### config.mk
export PLATFORM = sky130hd
export DESIGN_NAME = fft_ram_stream_reader
export DESIGN_NICKNAME = d
export VERILOG_FILES = /design/src/rtl/fft_ram_stream_reader.sv
export SDC_FILE = /design/constraint.sdc
export NUM_CORES = 1
export LEC_CHECK = 0
export BUFFER_PORTS_ARGS = -buffer_cell sky130_fd_sc_hd__buf_4
export CORE_ASPECT_RATIO = 0.5
export CORE_MARGIN = 5
export CORE_UTILIZATION = 40
export DETAILED_ROUTE_END_ITERATION = 8
export SLEW_MARGIN = 20
export SYNTH_ARGS = -nofsm -noshare
export SYNTH_HDL_FRONTEND = slang
export SYNTH_SLANG_ARGS = --single-unit
### constraint.sdc
create_clock -name clk_in -period 9.5 [get_ports clk_in]
set_input_delay 1.9 -clock clk_in [delete_from_list [all_inputs] [get_ports clk_in]]
set_output_delay 1.9 -clock clk_in [all_outputs]
set_load 0.01 [all_outputs]
### src/rtl/fft_ram_stream_reader.sv
// fft_ram_stream_reader: reads one 2^LOG2_N-sample frame from a 1-cycle SRAM port
// (natural or bit-reversed order) and streams re/im halves with first/last markers.
module fft_ram_stream_reader #(
    parameter int SWIDTH = 16,
    parameter int LOG2_N = 7,
    parameter int AWIDTH = 7
) (
    input  logic                  clk_in,
    input  logic                  rst_n_in,
    input  logic                  en_in,
    input  logic                  bitrev_in,
    input  logic [AWIDTH-1:0]     base_addr_in,
    output logic [AWIDTH-1:0]     ram_addr,
    output logic                  read_en,
    input  logic [2*SWIDTH-1:0]   ram_data,
    output logic [SWIDTH-1:0]     re_data,
    output logic [SWIDTH-1:0]     im_data,
    output logic                  data_valid,
    input  logic                  data_ready,
    output logic                  data_first,
    output logic                  data_last,
    output logic                  busy,
    output logic                  done
);
    localparam int EW = 2*SWIDTH + 2;

    typedef enum logic [1:0] {IDLE, READ, DRAIN} state_t;

    state_t              state_q;
    logic [LOG2_N-1:0]   rd_cnt_q;
    logic [LOG2_N-1:0]   rev_cnt;
    logic                bitrev_q;
    logic [AWIDTH-1:0]   base_q;
    logic [AWIDTH-1:0]   addr_q;
    logic [AWIDTH-1:0]   next_addr;
    logic                inflight_q;
    logic [1:0]          tag_q;
    logic                busy_q;
    logic                done_q;
    logic [EW-1:0]       fifo_q [2];
    logic                wr_ptr_q;
    logic                rd_ptr_q;
    logic [1:0]          count_q;
    logic [1:0]          count_d;
    logic                push;
    logic                pop;
    logic                last_issue;
    logic                drain_exit;
    logic [EW-1:0]       head;

    always_comb begin
        rev_cnt = '0;
        for (int i = 0; i < LOG2_N; i++) rev_cnt[i] = rd_cnt_q[LOG2_N-1-i];
    end

    assign next_addr  = base_q + AWIDTH'(bitrev_q ? rev_cnt : rd_cnt_q);
    assign data_valid = count_q != 2'd0;
    assign pop        = data_valid && data_ready;
    assign push       = inflight_q;
    // Count buffered plus in-flight samples so a returning read always has a slot.
    assign read_en    = (state_q == READ) &&
                        (({1'b0, count_q} + 3'(inflight_q) - 3'(pop)) < 3'd2);
    assign ram_addr   = read_en ? next_addr : addr_q;
    assign last_issue = read_en && (&rd_cnt_q);
    assign count_d    = count_q + 2'(push) - 2'(pop);
    assign drain_exit = (state_q == DRAIN) && !inflight_q && (count_d == 2'd0);
    assign head       = fifo_q[rd_ptr_q];
    assign {re_data, im_data, data_first, data_last} = data_valid ? head : '0;
    assign busy       = busy_q;
    assign done       = done_q;

    always_ff @(posedge clk_in or negedge rst_n_in) begin
        if (!rst_n_in) begin
            state_q    <= IDLE;
            rd_cnt_q   <= '0;
            bitrev_q   <= 1'b0;
            base_q     <= '0;
            addr_q     <= '0;
            inflight_q <= 1'b0;
            tag_q      <= '0;
            busy_q     <= 1'b0;
            done_q     <= 1'b0;
            fifo_q[0]  <= '0;
            fifo_q[1]  <= '0;
            wr_ptr_q   <= 1'b0;
            rd_ptr_q   <= 1'b0;
            count_q    <= '0;
        end else begin
            done_q     <= drain_exit;
            inflight_q <= read_en;
            count_q    <= count_d;
            if (read_en) begin
                tag_q    <= {rd_cnt_q == '0, &rd_cnt_q};
                addr_q   <= next_addr;
                rd_cnt_q <= rd_cnt_q + 1'b1;
            end
            if (push) begin
                fifo_q[wr_ptr_q] <= {ram_data, tag_q};
                wr_ptr_q         <= ~wr_ptr_q;
            end
            if (pop) rd_ptr_q <= ~rd_ptr_q;
            case (state_q)
                IDLE: if (en_in) begin
                    state_q  <= READ;
                    bitrev_q <= bitrev_in;
                    base_q   <= base_addr_in;
                    rd_cnt_q <= '0;
                    busy_q   <= 1'b1;
                end
                READ: if (last_issue) state_q <= DRAIN;
                DRAIN: if (drain_exit) begin
                    state_q <= IDLE;
                    busy_q  <= 1'b0;
                end
                default: state_q <= IDLE;
            endcase
        end
    end
endmodule
### Word-level counts from Yosys, hierarchy flattened

Cells that the tools add are included.

| word-level totals | value |
|---|---|
| register bits after elaboration | 101 |
| bits of input ports | 44 |
| output and inout port bits | 45 |
| logic and storage cells | 68 |

| operators by class | value |
|---|---|
| add/sub/neg operators | 6 |
| magnitude comparators | 4 |
| eq/ne operators | 5 |
| mux-type cells | 19 |
| bitwise logic cells | 4 |
| reduce and logical (&&, ||, !) cells | 16 |

Operators with widths:

| cell | count |
|---|---|
| 34-bit two-way mux | 5 |
| 68-bit bitwise mux | 1 |
| 7-bit two-way mux | 5 |
| 34-bit demux with 1-bit select | 1 |
| 7-bit by 1-bit adder with 7-bit output, second input constant | 1 |
| 7-bit adder | 1 |
| 7-bit zero test | 1 |
| 7-bit AND reduction | 1 |
| 1-bit logical AND | 6 |
| 2-bit two-way mux | 3 |
| 2-bit != test, second input constant | 3 |
| 2-bit case mux with 3 select lines | 1 |
| 3-bit AND reduction | 2 |
| 2-bit greater-or-equal comparator, second input constant | 2 |
| 2-bit zero test | 2 |
| 1-bit NOT with 2-bit output | 2 |
| 2-bit nonzero test | 2 |
| 2-bit by 1-bit adder with 3-bit output | 1 |
| 3-bit by 2-bit less-than comparator with 1-bit output, second input constant | 1 |
| 3-bit by 1-bit subtractor with 3-bit output | 1 |
| 2-bit by 1-bit adder with 2-bit output | 1 |
| 2-bit by 1-bit == test with 1-bit output, second input constant | 1 |
| 2-bit == test, second input constant | 1 |
| 2-bit by 1-bit less-than comparator with 1-bit output, second input constant | 1 |
| 6 further kinds | 8 |

### Depth between registers and ports, before layout

Gate-level depths: netlist of the first run.

| logic depth | value |
|---|---|
| depth after elaboration | 8 |
| depth in mapped cells | 14 |
| gate-level depth less buffers | 14 |

### Worst setup path after synthesis of the first run

Ideal clock, no wire load.

| timing | value |
|---|---|
| kind | input to output |
| start | in data_ready |
| end | out ram_addr[5] |
| data arrival time | 3.773 ns |
| required time | 7.600 ns |
| setup slack | 3.827 ns |
| stages on the path | 10 |
| path buffers | 1 |
| cells stage by stage | and2_1 ha_1 inv_1 ha_1 inv_1 fa_1 xnor2_2 nand4b_4 buf_1 o21ai_1 |

| between the ends | value |
|---|---|
| cells in the longest elaborated chain, start to end | 5 |

RTL lines:

| item | line | RTL |
|---|---|---|
| start: declaration | 19 | `input logic data_ready,` |
| 1-bit logical AND | 58 | `assign pop = data_valid && data_ready;` |
| 3-bit by 1-bit subtractor with 3-bit output | 62 | `(({1'b0, count_q} + 3'(inflight_q) - 3'(pop)) < 3'd2);` |
| 3-bit by 2-bit less-than comparator with 1-bit output | 62 |  |
| 1-bit logical AND | 61 | `assign read_en = (state_q == READ) &&` |
| 7-bit two-way mux | - |  |
| end: declaration | 13 | `output logic [AWIDTH-1:0] ram_addr,` |

Every way passes these cells.

### Final worst setup path of the first run

| timing | value |
|---|---|
| start | in data_ready |
| end | out ram_addr[4] |

| between the ends | value |
|---|---|
| cells in the longest elaborated chain, start to end | 5 |

RTL lines:

| item | line | RTL |
|---|---|---|
| 1-bit logical AND | 58 |  |
| net pop | 46 | `logic pop;` |
| 3-bit by 1-bit subtractor with 3-bit output | 62 |  |
| 3-bit by 2-bit less-than comparator with 1-bit output | 62 |  |
| 1-bit logical AND | 61 |  |
| 7-bit two-way mux | - |  |

The timed path passes the listed nets, and every way through them passes these cells.

==> results_dict.tcl, run 1 <==
set metrics [dict create \
    cp_max_fo 17 \
    grt_first_pass_wirelength_mm 15.17 \
    rsz0062_at_grt "no" \
    max_stage_delay_ns 0.40 \
    dp_hpwl_mm 6.202 \
    grt_pass1_vias 3013 \
    n_fill_cell 1108 \
    place_ws_ns 3.415 \
    synth-seq-cells 101 \
    leakagePower_nw 2.776 \
    min_path_cells 2 \
    arrival_ns 4.13 \
    r2r_setup_slack_ns 5.94 \
    portBuffers 88 \
    r2r-start "count_q[1]$_DFF_PN0_" \
    post_cts_resize_count 0 \
    cts_root_buf "clkbuf_16" \
    fin_crit_ns 6.027 \
    track_usage_pct 13.50 \
    fp.dieArea_um2 14130 \
    timing.hold.ws_ns 0.4808 \
    seq_area_frac_synth_pct 53.84 \
    placed_cells 617 \
    min_path_type "flip-flop to flip-flop" \
    num_rows 28 \
    run_status "completed" \
    final_layout_size_suffix_gt1_share_pct 41.33 \
    synthArstFlopShare_pct 100.0 \
    clk_transition_reported_paths_ns 0.06 \
    max_slew.worst_pin.slew_ns 1.101 \
    post-route-drc-count 0 \
    nets 519 \
    firstDrtPassIters 4 \
    min_to "addr_q[0]$_DFF_PN0_" \
    start_util_pct 40.36 \
    drt_iter0_drc 75 \
    ir_drop_mv 0.1919 \
    drv_slew 0 \
    fin_cells 632 \
    routedWlPerCell_um 14.61 \
    num_vias 3015 \
    rr_worst_depth 15 \
    p_per_area_nw_per_um2 375.2 \
    required_ns 7.60 \
    clock_latency_ns 0.34 \
    area_growth_pct 24.39 \
    r2r_end "rd_cnt_q[5]$_DFF_PN0_" \
    synth-edff-count 0 \
    hold_violations 0 \
    cts.sinks 101 \
    fin_skew_ns 0.007186 \
    crit_path_start_kind "input port" \
    slew_headroom_pct 26.59 \
    via_per_inst 4.771 \
    syn-cell-area_um2 4695 \
    path_cells "buf_4 -> and2_1 -> ha_1 -> inv_1 -> ha_1 -> inv_1 -> fa_1 -> xnor2_2 -> nand4b_4 -> o31ai_1 -> buf_4" \
    postRouteWirelength_mm 9.233 \
    netlist_instances 378 \
    cts_max_level 3 \
    numCtsBuffers 9 \
    grt_max_degree 55 \
    synth_cell_types 38 \
    die_w_um 163.2 \
    postCtsSetupBuffers 0 \
    synth_nets 434 \
    ant_nets 0 \
    cts_tree "yes" \
    cpMaxStageDelayCell "fa_1" \
    synthesis.area_per_instance_um2 12.42 \
    setup_violations 0 \
    ios 89 \
    gp_congestion 0.7613 \
    holdBufCountCts 0 \
    grt_antenna_before_repair 0 \
    grt-ovfl-total 0 \
    cp-end-kind "primary output" \
    die_y_um 86.61 \
    finalCritPeriodShare_pct 63.44 \
    ys_warn_count 0 \
    hp-start "addr_q[0]$_DFF_PN0_" \
    worst_slack_ns 3.473 \
    ys.flop_type "dfrtp_1" \
    fp.coreArea_um2 11630 \
    antenna_cells 0 \
    cts_buffer_depth 2 \
    max_freq_ghz 0.1659 \
    finalSetupTns_ns 0 \
    finalPower_mw 2.191 \
    worstSetupPathType "input port to primary output" \
    max_cap_violations 0 \
]
## placed cells by master, fill, tap and decap left out, types with 6 or more instances in the layout
cell type | netlist | routed
buf_4 | 0 | 92
inv_1 | 12 | 12
a21oi_1 | 6 | 6
nor2_1 | 45 | 44
mux2i_1 | 35 | 35
clkbuf_16 | 0 | 9
xor2_1 | 9 | 9
mux2_2 | 78 | 78
dfrtp_1 | 101 | 100
nand2_1 | 21 | 21
ha_1 | 10 | 10
o21ai_0 | 9 | 9
## final cells by class
class,count,area [um^2],share of cell area (%)
repair buffers,92,690.7,11.83
clock buffers,11,242.7,4.157
well taps,165,206.4,3.535
multi-input cells,246,2047,35.05
clock inverters,4,72.57,1.243
flip-flops and latches,101,2529,43.30
inverters,13,51.30,0.8785
## metrics by stage
stage	utilization [%]	cell area, um^2
after floorplan	-	4695
after global placement	47.49	5524
after detailed placement	47.49	5524
after CTS	50.20	5839
after global routing	50.20	5839
final	50.20	5839
## state kept, by name, summed over array words and instances, names as in the netlist
name        flops
fifo_q         68
addr_q          7
base_q          7
rd_cnt_q        7
count_q         2
state_q         2
tag_q           2
bitrev_q        1
busy            1
done            1
inflight_q      1
rd_ptr_q        1
wr_ptr_q        1
## metal layers
layer / vias to the layer above / part of all wire (%) / GRT usage, %
li1: 1471 / - / -
met1: 1493 / 46 / 17.72
met2: 43 / 49 / 22.59
met3: 8 / 4.1 / 3.800
met4: 0 / 0.96 / 2.968
met5: - / 0 / 0
## worst max-delay path by stage
stage | from | end | slack (ns) | cells past startpoint
global route | data_ready | ram_addr[4] | 3.24 | 11
CTS | data_ready | ram_addr[4] | 3.42 | 11
global placement | data_ready | ram_addr[4] | 3.47 | 11
floorplan | data_ready | ram_addr[5] | 3.83 | 10
finish | data_ready | ram_addr[4] | 3.47 | 11
detailed placement | data_ready | ram_addr[4] | 3.42 | 11
## power by group
part	switching, mW	internal [mW]	total (mW)
clock network	0.152	0.236	0.388
registers	0.148	0.623	0.771
logic	0.476	0.555	1.03
## Yosys cell counts (3+ instances only)
library cell | instances | area, um^2
a21oi_1 | 6 | 30.03
buf_2 | 9 | 45.04
clkbuf_1 | 8 | 30.03
dfrtp_1 | 101 | 2527
ha_1 | 10 | 125.1
inv_1 | 12 | 45.04
mux2_2 | 78 | 878.3
mux2i_1 | 35 | 350.3
nand2_1 | 21 | 78.83
nand4_1 | 3 | 18.77
nor2_1 | 45 | 168.9
o21ai_0 | 9 | 45.04
xnor2_1 | 3 | 26.28
xor2_1 | 9 | 78.83
## kinds of logic after synthesis
kind of cell | after synthesis | synth area share [%]
muxes | 113 | 26.17
DFF | 101 | 53.84
and+or+nand+nor | 85 | 8.369
buffers and inverters | 31 | 2.772
AOI/OAI and AO/OA | 23 | 2.746
xor gates and xnor gates | 13 | 2.586
adders and majority gates | 12 | 3.518
## worst max-delay path: cells and delay by family
family	cells	cell delay (ns)
compound gates	1	0.37
xor+xnor	1	0.22
fa+ha+maj	3	0.80
buf+inv	4	0.38
simple gates	2	0.44
Power figures use the tool's default switching activity.
==> inputs of run 2 (changes only) <==
==> constraint.sdc (replaced) <==
create_clock -name clk_in -period 6.09 [get_ports clk_in]
set_input_delay 1.218 -clock clk_in [delete_from_list [all_inputs] [get_ports clk_in]]
set_output_delay 1.218 -clock clk_in [all_outputs]
set_load 0.01 [all_outputs]
==> results_dict.tcl, run 2 (same netlist as run 1, synthesis figures left out) <==
set metrics [dict create \
    run_status "completed" \
    critPathTopFamily "adder cells" \
    met3_wirelength_um 347 \
    post-route-drc-count 0 \
    top_register "fifo_q" \
    cpMaxStageDelayCell "dfrtp_1" \
    fin_crit_ns 4.747 \
    postRouteWirelength_mm 9.102 \
    timing.critical_path.buf_inv 5 \
    path_cells "nor2_2 -> buf_4 -> inv_1 -> and2_1 -> ha_1 -> inv_1 -> ha_1 -> inv_1 -> fa_1 -> xnor2_2 -> nand4b_4 -> o31ai_1 -> buf_4" \
    nets 519 \
    max_cap_violations 0 \
    cts_root_buf "clkbuf_16" \
    clock_latency_ns 0.34 \
    wl_met2_mm 4.536 \
    r2r-start "count_q[1]$_DFF_PN0_" \
    die_y_um 86.61 \
    leakagePower_nw 2.796 \
    min_path_type "flip-flop to flip-flop" \
    gp_congestion 0.7570 \
    final_layout_size_suffix_gt1_share_pct 41.67 \
    min_to "addr_q[0]$_DFF_PN0_" \
    arrival_ns 3.53 \
    fin_skew_ns 0.006613 \
    num_rows 28 \
    portBuffers 88 \
    cp_max_fo 35 \
    post_cts_resize_count 0 \
    fp.dieArea_um2 14130 \
    wl_met1_mm 4.108 \
    top_layer_used "met4" \
    ios 89 \
    place_ws_ns 1.391 \
    cts_buffer_depth 2 \
    numCtsBuffers 9 \
    largest_reg_flops 68 \
    crit_top_cell "inv_1" \
    area_growth_pct 25.32 \
    min_path_cells 2 \
    grt_pass1_vias 3156 \
    grt-ovfl-total 0 \
    cts_max_level 3 \
    antenna_cells 0 \
    r2r_setup_slack_ns 2.55 \
    clk_transition_reported_paths_ns 0.06 \
    cts_tree "yes" \
    final_common_cell "dfrtp_1" \
    dp_hpwl_mm 6.138 \
    worstSetupPathType "flip-flop to primary output" \
    crit_path_start_kind "flip-flop" \
    grt_first_pass_wirelength_mm 15.29 \
    hold_violations 0 \
    track_usage_pct 13.59 \
    via_per_inst 4.784 \
    cp-end-kind "primary output" \
    worst_slack_ns 1.343 \
    required_ns 4.87 \
    slew_headroom_pct 28.84 \
    drt_iter0_drc 109 \
    grt_antenna_before_repair 0 \
    grt_max_degree 61 \
    die_w_um 163.2 \
    drv_slew 0 \
    p_per_area_nw_per_um2 590.7 \
    postCtsSetupBuffers 0 \
    routedWlPerCell_um 14.38 \
    final_area_um2 5883 \
    timing.hold.ws_ns 0.4706 \
    rsz0062_at_grt "no" \
    cts.sinks 101 \
    layout_common_cells "100 x dfrtp_1, 92 x buf_4, 78 x mux2_2" \
    ir_drop_mv 0.2256 \
    start_util_pct 40.36 \
    place_area_um2 5524 \
    holdBufCountCts 0 \
    max_freq_ghz 0.2107 \
    ant_nets 0 \
    firstDrtPassIters 4 \
    num_vias 3028 \
    r2r_end "rd_cnt_q[5]$_DFF_PN0_" \
    rr_worst_depth 15 \
    max_stage_delay_ns 0.44 \
    setup_violations 0 \
    n_fill_cell 1093 \
    fp.coreArea_um2 11630 \
    finalSetupTns_ns 0 \
    finalCritPeriodShare_pct 77.94 \
    max_slew.worst_pin.slew_ns 1.065 \
    hp-start "addr_q[0]$_DFF_PN0_" \
]
## run 2: worst max path at each step
stage | start | endpoint | slack [ns] | cells after the start
after global placement | data_ready | ram_addr[4] | 1.43 | 11
final | count_q[1]$_DFF_PN0_ | ram_addr[4] | 1.34 | 13
after detailed placement | data_ready | ram_addr[4] | 1.39 | 11
after CTS | count_q[1]$_DFF_PN0_ | ram_addr[4] | 1.25 | 13
after floorplan | data_ready | ram_addr[5] | 1.78 | 10
after global routing | count_q[1]$_DFF_PN0_ | ram_addr[4] | 1.04 | 13
## run 2: metrics by stage
step | util, % | cells | power, mW
final | 50.58 | 633 | 3.475
after global routing | 50.58 | 633 | 3.753
after CTS | 50.58 | 633 | 3.543
after detailed placement | 47.49 | 617 | 2.859
after global placement | 47.49 | 617 | 2.829
after floorplan | - | 378 | 2.222
## run 2: report_power, final
group / switching (mW) / total [mW] / internal (mW) / leakage (nW)
registers: 0.226 / 1.20 / 0.972 / 1.21
logic: 0.743 / 1.61 / 0.866 / 1.41
clock network: 0.245 / 0.669 / 0.425 / 0.172
## run 2: final cells by class
class | instances | area, um^2 | area share (%)
clock buffers | 11 | 252.7 | 4.296
well taps | 165 | 206.4 | 3.509
multi-input cells | 246 | 2047 | 34.79
clock inverters | 5 | 106.4 | 1.808
flip-flops and latches | 101 | 2529 | 42.98
inverters | 13 | 51.30 | 0.8720
repair buffers | 92 | 690.7 | 11.74
## run 2: worst register-to-register path, stage by stage, from the launching register on
cell and delay, ns:
dfrtp_1 0.44, nor2_2 0.12, buf_4 0.36, inv_1 0.10, and2_1 0.20, ha_1 0.27
inv_1 0.05, ha_1 0.12, inv_1 0.04, fa_1 0.40, xnor2_2 0.22, nand4b_4 0.30
inv_4 0.23, nand3_2 0.11, or3_1 0.35, a21oi_1 0.15
## run 2: per-layer routing
layer  up-vias  GRT usage, %
li1       1473             -
met1      1504         17.09
met2        41         23.38
met3        10         3.658
met4         0         3.881
met5         -             0
